===== src/rtl/rr_arbiter_pkg.sv =====
`default_nettype none
// ============================================================================
// Module      : rr_arbiter_pkg
// Description : Shared types and constants for the four-way round-robin
//               arbiter: FSM state encoding, requester count, index width.
// Revision    : 1.0 - initial release
// ============================================================================
package rr_arbiter_pkg;

  localparam int N_REQ = 4;
  localparam int ID_W  = 2;

  typedef enum logic [0:0] {
    IDLE  = 1'b0,
    OWNED = 1'b1
  } state_t;

endpackage
`default_nettype wire


===== src/rtl/decoder2to4.sv =====
`default_nettype none
// ============================================================================
// Module      : Decoder2to4
// Description : 2-to-4 one-hot decoder with enable; all-zero output when
//               the enable is low.
// Revision    : 1.0 - initial release
// ============================================================================
module Decoder2to4 (
  input  logic [1:0] sel,
  input  logic       en,
  output logic [3:0] dec
);

  // One-hot of sel, masked by the enable
  always_comb begin
    dec = 4'b0000;
    if (en) dec[sel] = 1'b1;
  end

endmodule
`default_nettype wire


===== src/rtl/rr_pick4.sv =====
`default_nettype none
// ============================================================================
// Module      : rr_pick4
// Description : Combinational rotated-priority search. Scans req starting at
//               ptr and wrapping modulo 4; the first set bit wins.
// Revision    : 1.0 - initial release
// ============================================================================
module rr_pick4
  import rr_arbiter_pkg::*;
(
  input  logic [N_REQ-1:0] req,
  input  logic [ID_W-1:0]  ptr,
  input  logic             en,
  output logic [ID_W-1:0]  win_id,
  output logic             win_valid
);

  logic [ID_W-1:0] idx;
  logic            found;

  // Walk ptr, ptr+1, ptr+2, ptr+3 (2-bit wrap) and keep the first hit
  always_comb begin
    win_id = ptr;
    found  = 1'b0;
    idx    = ptr;
    for (int i = 0; i < N_REQ; i++) begin
      idx = ptr + ID_W'(i);
      if (!found && req[idx]) begin
        win_id = idx;
        found  = 1'b1;
      end
    end
    win_valid = en && found;
  end

endmodule
`default_nettype wire


===== src/rtl/rr_arbiter4.sv =====
`default_nettype none
// ============================================================================
// Module      : rr_arbiter4
// Description : Four-requester round-robin arbiter with a per-ownership hold
//               limit. Registers the owner index and valid flag; the one-hot
//               grant is decoded from those registers, so there is no
//               combinational path from req to gnt.
// Revision    : 1.0 - initial release
// ============================================================================
module rr_arbiter4
  import rr_arbiter_pkg::*;
#(
  parameter int MAX_HOLD = 16,
  parameter int HOLD_W   = 8
) (
  input  logic             clk,
  input  logic             reset,
  input  logic             en,
  input  logic [N_REQ-1:0] req,
  output logic [N_REQ-1:0] gnt,
  output logic [ID_W-1:0]  gnt_id,
  output logic             gnt_valid,
  output logic             expired
);

  // Last hold_cnt value before a forced release (unused when MAX_HOLD is 0)
  localparam logic [HOLD_W-1:0] HOLD_LAST =
    HOLD_W'((MAX_HOLD == 0) ? 0 : MAX_HOLD - 1);

  state_t            state, state_next;
  logic [ID_W-1:0]   ptr, ptr_next;
  logic [HOLD_W-1:0] hold_cnt, hold_next;
  logic [ID_W-1:0]   id_next;
  logic              valid_next;
  logic              expired_next;

  logic [ID_W-1:0]   win_id;
  logic              win_valid;
  logic              owner_req;
  logic              limit_hit;

  rr_pick4 u_pick (
    .req       (req),
    .ptr       (ptr),
    .en        (en),
    .win_id    (win_id),
    .win_valid (win_valid)
  );

  Decoder2to4 u_dec (
    .sel (gnt_id),
    .en  (gnt_valid),
    .dec (gnt)
  );

  assign owner_req = req[gnt_id];
  assign limit_hit = (MAX_HOLD != 0) && (hold_cnt == HOLD_LAST);

  // State, pointer, hold counter and output registers
  always_ff @(posedge clk) begin
    if (reset) begin
      state     <= IDLE;
      ptr       <= '0;
      hold_cnt  <= '0;
      gnt_id    <= '0;
      gnt_valid <= 1'b0;
      expired   <= 1'b0;
    end else begin
      state     <= state_next;
      ptr       <= ptr_next;
      hold_cnt  <= hold_next;
      gnt_id    <= id_next;
      gnt_valid <= valid_next;
      expired   <= expired_next;
    end
  end

  // Next-state logic: grant from IDLE, hold or release from OWNED
  always_comb begin
    state_next   = state;
    ptr_next     = ptr;
    hold_next    = hold_cnt;
    id_next      = gnt_id;
    valid_next   = gnt_valid;
    expired_next = 1'b0;
    case (state)
      IDLE: begin
        if (win_valid) begin
          id_next    = win_id;
          valid_next = 1'b1;
          hold_next  = '0;
          state_next = OWNED;
        end
      end
      OWNED: begin
        if (!owner_req || limit_hit) begin
          // A dropped request takes precedence, so expired only fires when
          // the owner was still requesting at the limit.
          valid_next   = 1'b0;
          ptr_next     = gnt_id + ID_W'(1);
          state_next   = IDLE;
          expired_next = owner_req;
        end else if (hold_cnt != '1) begin
          hold_next = hold_cnt + HOLD_W'(1);
        end
      end
      default: state_next = IDLE;
    endcase
  end

endmodule
`default_nettype wire


===== config.mk =====
export PLATFORM = sky130hd
export DESIGN_NAME = rr_arbiter4
export DESIGN_NICKNAME = d
export VERILOG_FILES = /design/src/rtl/rr_arbiter_pkg.sv /design/src/rtl/decoder2to4.sv /design/src/rtl/rr_pick4.sv /design/src/rtl/rr_arbiter4.sv
export SDC_FILE = /design/constraint.sdc
export NUM_CORES = 1
export LEC_CHECK = 0
export CORE_ASPECT_RATIO = 0.9
export CORE_MARGIN = 3
export CORE_UTILIZATION = 40
export CTS_BUF_LIST = sky130_fd_sc_hd__clkbuf_8
export DETAILED_ROUTE_END_ITERATION = 7
export GPL_TIMING_DRIVEN = 0
export PLACE_DENSITY = 0.59
export SLEW_MARGIN = 20
export SYNTH_ARGS = -nofsm -noshare
export SYNTH_HDL_FRONTEND = slang
export SYNTH_SLANG_ARGS = --single-unit

===== constraint.sdc =====
create_clock -name clk -period 2.22 [get_ports clk]
set_input_delay 0.444 -clock clk [delete_from_list [all_inputs] [get_ports clk]]
set_output_delay 0.444 -clock clk [all_outputs]
set_load 0.02 [all_outputs]

==> results.cfg, run 1 <==
[clock_tree]
cts.clk_slew.worst_paths_ns = 0.06
clk_latency_ns = 0.25
cts_buffers = 3
cts_tree = built
cts_num_sinks = 15
htreeDepth = 1
cts_buffer_depth = 2
cts_root_buffer = clkbuf_8

[cells_and_area]
diodes = 0
nNetsFinal = 140
mostFrequentLayoutCell = dfxtp_1
final_area_um2 = 1200
final_cell_mix = dfxtp_1, clkdlybuf4s50_1, inv_1, nand3_1, nand2_1
final_util_pct = 53.2
layoutNonFillerInstCount = 154
seq_area_um2 = 302
area_growth_syn_to_layout_pct = 21.3
fill_cells = 226
multi_input_area_um2 = 651
drive_above_1_share_pct = 13.4

[place]
place_congestion = 0.795
dpl_cell_area_um2 = 1150
dp.cells = 150
io_buffers = 13
place_hpwl_um = 1690

[route]
vias_per_cell = 5.97
drc_errors = 0
vias = 919
drtIter0Drc = 39
route.final.wire_length_um = 2280
first_pass_iters = 4
final_antenna_net_count = 0
wire_per_inst_um = 14.8

[timing]
setup_viol = 0
skew_ns = 0.000668
rsz0062_at_grt = false
whs_ns = 0.514
timing.slew.headroom_pct = 64.8
fmax_mhz = 479
finalHoldViolCount = 0
finalSetupTns_ns = 0
layout_min_cycle_time_ns = 2.09
period_share_pct = 94.0
tightestPinTransition_ns = 0.528
maxSlewViolCount = 0

[global_routing]
grt_pass1_wl_um = 3840
overflow = 0
grt_use_total_pct = 16.8
grt_max_degree = 11
antenna_found_initial = 0
grt_pass1_vias = 875

[setup_path]
start_kind = flop
r2r_start = hold_cnt[0]
cp-startpoint = gnt_id[1]
r2r.worst_path.cells = 5
worstPathRequired_ns = 1.78
end_kind = output pin
crit_type = reg -> out
r2r_slack_ns = 0.41
endpoint = gnt[0]
r2r-end = hold_cnt[6]
critPathMaxFanout = 6
arrival_ns = 1.64

[synthesis]
ys_ff_latch = 15
async_flop_share_pct = 0
ys_seq_area_share_pct = 30.3
synth_largest_area_cell = dfxtp_1
synthFlopType = dfxtp_1
synth.distinct_cells = 46
synth.yosys.warnings = 0
syn_area_per_cell_um2 = 9.01
synth-edff-count = 0
syn_area_um2 = 991
netlist_top_cells_area = dfxtp_1, ha_1, nand3_1
synth_cells = 110
synth_top_area_share_pct = 30.3
synth_nets = 122

[power_and_ir_drop]
powerDensity_nw_per_um2 = 530
p_sw_share_pct = 28.3
total_leakage_power_nw = 0.388
switching_power_uw = 181
pwr-share-seq_pct = 45.3
ir_drop_mv = 0.469
power.internal_uw = 457
comb_power_share_pct = 19.4
pwr-share-clk_pct = 35.3

[die]
die_w_um = 58.5
row_count = 16
io_pins = 15
start_util_pct = 43.8
core_area_um2 = 2260
die-area_um2 = 3110
die_y_um = 53.2

[run_status]
status = complete, no violations

[run]
maxCapViolCount = 0

[min_path]
hold_path_class = reg -> reg
==> flip-flops by register name (all words and copies together), names as in the netlist <==
| register | count |
|---|---|
| expired | 1 |
| gnt_id | 2 |
| gnt_valid | 1 |
| hold_cnt | 8 |
| ptr | 2 |
| state | 1 |
==> layer usage <==
metal  vias up  wire length [µm]  GRT usage [%]
li1        466                 -              -
met1       417              1020           19.5
met2        34              1100           30.1
met3         2               146           5.12
met4         0                12           3.47
met5         -                 0              0
==> power by group through the flow <==
stage                     logic (mW)  clock network, mW  registers, mW
final                          0.124              0.225          0.289
after global routing           0.136              0.244          0.291
after CTS                      0.125              0.232          0.289
after detailed placement       0.124                  0          0.295
after global placement         0.123                  0          0.294
after floorplan               0.0740                  0          0.297
==> worst max-delay path, cell delays in order (launching register included) <==
cell and delay [ns]:
dfxtp_1 0.44, inv_1 0.10, ha_1 0.18, and2_1 0.14
clkdlybuf4s50_1 0.53
==> stage by stage <==
step / worst slack, ns / total power [mW]
after floorplan: 0.490 / 0.371
after global placement: -0.0588 / 0.417
after detailed placement: -0.0651 / 0.419
after CTS: 0.0472 / 0.646
after global routing: 0.0603 / 0.671
final: 0.134 / 0.638
==> synth_stat cells (all sizes together), types with 3 or more instances <==
cell	instances
a21oi	4
and2	5
o211ai	3
or3	3
ha	5
a31oi	4
nor3	3
nor2	5
inv	7
nand2	6
nand3	8
nor2b	4
nand4	4
o21ai	3
dfxtp	15
==> what timing repair did <==
item	in CTS	in global routing
hold buffers	0	0
resized for setup	0	1
endpoints found under the setup margin	0	2
endpoints found under the hold margin	0	0
buffers inserted	0	0
==> cells by family (layout without fill, tap and decap cells) <==
group	after synthesis	count (layout)	synth area share, %
AO/OA/AOI/OAI	32	32	29.8
adder cells (fa/ha/maj)	5	5	6.31
buffers and inverters	10	27	4.04
flip-flops	15	15	30.3
multiplexers	1	1	2.27
AND/OR/NAND/NOR	47	47	27.3
==> how the worst min path moves through the flow <==
stage	startpoint	end	slack (ns)	depth (start not counted)
6_report	gnt_id[0]	gnt_id[0]	0.51	2
3_3_place_gp	ptr[0]	ptr[0]	0.52	2
2_1_floorplan	ptr[0]	ptr[0]	0.48	2
5_1_grt	gnt_id[0]	gnt_id[0]	0.54	2
3_5_place_dp	ptr[0]	ptr[0]	0.50	2
4_1_cts	ptr[0]	ptr[0]	0.52	2
==> area by class of cell <==
type / count / area share [%]
Multi-Input combinational cell: 85 / 54.1
Sequential cell: 15 / 25.1
Timing Repair Buffer: 13 / 10.8
Clock buffer: 3 / 3.43
Tap cell: 27 / 2.81
Inverter: 7 / 2.19
Buffer: 3 / 1.14
Clock inverter: 1 / 0.416
Power figures use the tool's default switching activity.
==> inputs of run 2 (changes only) <==
- ABC_AREA: not set -> 1
- PLACE_DENSITY: 0.59 -> 0.58
==> results.cfg, run 2 <==
[min_path]
hold_path_class = reg -> reg
min-delay-start = gnt_id[0]

[die]
start_util_pct = 44.5
die_w_um = 62.6
row_count = 17
die-area_um2 = 3570
io_pins = 15
die_y_um = 57.0
core_area_um2 = 2590

[synthesis]
synth_common_cells = nand2_1, nor2_1, inv_1, nand3_1, dfxtp_1
synth-edff-count = 0
synth.yosys.warnings = 0
synth.distinct_cells = 24
async_flop_share_pct = 0
synth_top_area_share_pct = 26.0
synthFlopType = dfxtp_1
synth_cells = 191
synth_largest_area_cell = dfxtp_1
ys_seq_area_share_pct = 26.0
syn_area_um2 = 1150
synth_nets = 203
netlist_top_cells_area = dfxtp_1, nand2_1, nand3_1
ys_ff_latch = 15
syn_area_per_cell_um2 = 6.05
yosysMostFrequentCell = nand2_1

[setup_path]
crit_type = reg -> out
cp-startpoint = gnt_id[0]
end_kind = output pin
r2r_slack_ns = 0.36
r2r-end = hold_cnt[3]
worstPathRequired_ns = 1.78
start_kind = flop
r2r.worst_path.cells = 9
critPathMaxFanout = 8
r2r_start = hold_cnt[0]
arrival_ns = 1.58
endpoint = gnt[0]

[timing]
skew_ns = 0.00189
finalWorstSetupSlack_ns = 0.192
fmax_mhz = 493
timing.slew.headroom_pct = 74.2
whs_ns = 0.518
tightestPinTransition_ns = 0.387
finalHoldViolCount = 0
maxSlewViolCount = 0
rsz0062_at_grt = false
finalSetupTns_ns = 0
layout_min_cycle_time_ns = 2.03
setup_viol = 0
period_share_pct = 91.4

[route]
first_pass_iters = 4
wire_per_inst_um = 10.7
drc_errors = 0
drtIter0Drc = 73
route.final.wire_length_um = 2640
vias_per_cell = 4.93
vias = 1217
final_antenna_net_count = 0

[global_routing]
grt_pass1_vias = 1047
antenna_found_initial = 0
grt_pass1_wl_um = 4800
overflow = 0
grt_max_degree = 11
grt_use_total_pct = 16.5

[clock_tree]
cts_root_buffer = clkbuf_8
htreeDepth = 1
cts_buffer_depth = 2
clk_latency_ns = 0.25
cts_num_sinks = 15
post_cts_buffers = 0
cts_buffers = 3
cts.clk_slew.worst_paths_ns = 0.07
cts_tree = built

[cells_and_area]
final_cell_mix = nand2_1, nor2_1, inv_1, nand3_1
diodes = 0
area_growth_syn_to_layout_pct = 20.4
largest_reg_flops = 8
drive_above_1_share_pct = 12.0
regMostFlops = hold_cnt
layoutNonFillerInstCount = 247
final_util_pct = 53.6
largestRegisters = hold_cnt: 8 flops, gnt_id: 2 flops, ptr: 2 flops
final_area_um2 = 1390
mostFrequentLayoutCell = nand2_1
nNetsFinal = 222

[run_status]
status = complete, no violations

[place]
place_congestion = 0.780
place_hpwl_um = 2080
dp_worst_setup_slack_ns = 0.118
dpl_cell_area_um2 = 1340
dp.cells = 243
io_buffers = 14

[power_and_ir_drop]
powerDensity_nw_per_um2 = 690
power_uw = 959
ir_drop_mv = 0.327
total_leakage_power_nw = 0.687

[run]
maxCapViolCount = 0
==> run 2: final cells by class <==
cell class                      instances  area [µm²]
Tap cell                               38        47.5
Timing Repair Buffer                   14         140
Sequential cell                        15         302
Clock buffer                            3        41.3
Buffer                                  2        15.0
Fill cell                             290        1200
Multi-Input combinational cell        149         746
Clock inverter                          1        5.00
Inverter                               25        93.8
==> run 2: worst min-delay path by stage <==
stage | endpoint | cells after the start
floorplan | hold_cnt[3] | 2
global placement | hold_cnt[3] | 2
detailed placement | hold_cnt[3] | 2
CTS | hold_cnt[3] | 2
global route | hold_cnt[0] | 2
finish | ptr[0] | 1
==> run 2: metal layers <==
metal / share of wire, % / vias to the layer above / global-route usage, % / wire length [µm]
met4: 1.0 / 0 / 4.09 / 27
met5: 0 / - / 0 / 0
li1: - / 642 / - / -
met3: 6.1 / 5 / 3.94 / 162
met2: 40 / 33 / 23.9 / 1050
met1: 53 / 537 / 24.6 / 1400
==> run 2: worst max-delay path: stages, from the launching register on <==
cell             delay (ns)
dfxtp_2                0.36
inv_1                  0.12
ha_1                   0.15
nand2_1                0.05
inv_1                  0.06
clkdlybuf4s50_1        0.59
==> run 2: cell families (layout without fill, tap and decap cells) <==
family	Yosys count	count (layout)	synth area share, %
buf+inv	27	45	9.43
flops	15	15	26.0
simple gates	119	119	47.6
fa+ha+maj	5	5	5.42
xor+xnor	1	1	0.759
compound gates	24	24	10.8
==> run 2: what timing repair did <==
action	in CTS	in global routing
setup endpoints to repair	0	2
gates resized for setup	0	1
hold buffers	0	0
==> run 2: report_power, final <==
part	leakage [nW]	internal (mW)	switching, mW	total (mW)
Combinational	0.537	0.144	0.232	0.376
Clock	0.0255	0.125	0.106	0.230
Sequential	0.124	0.306	0.0466	0.352
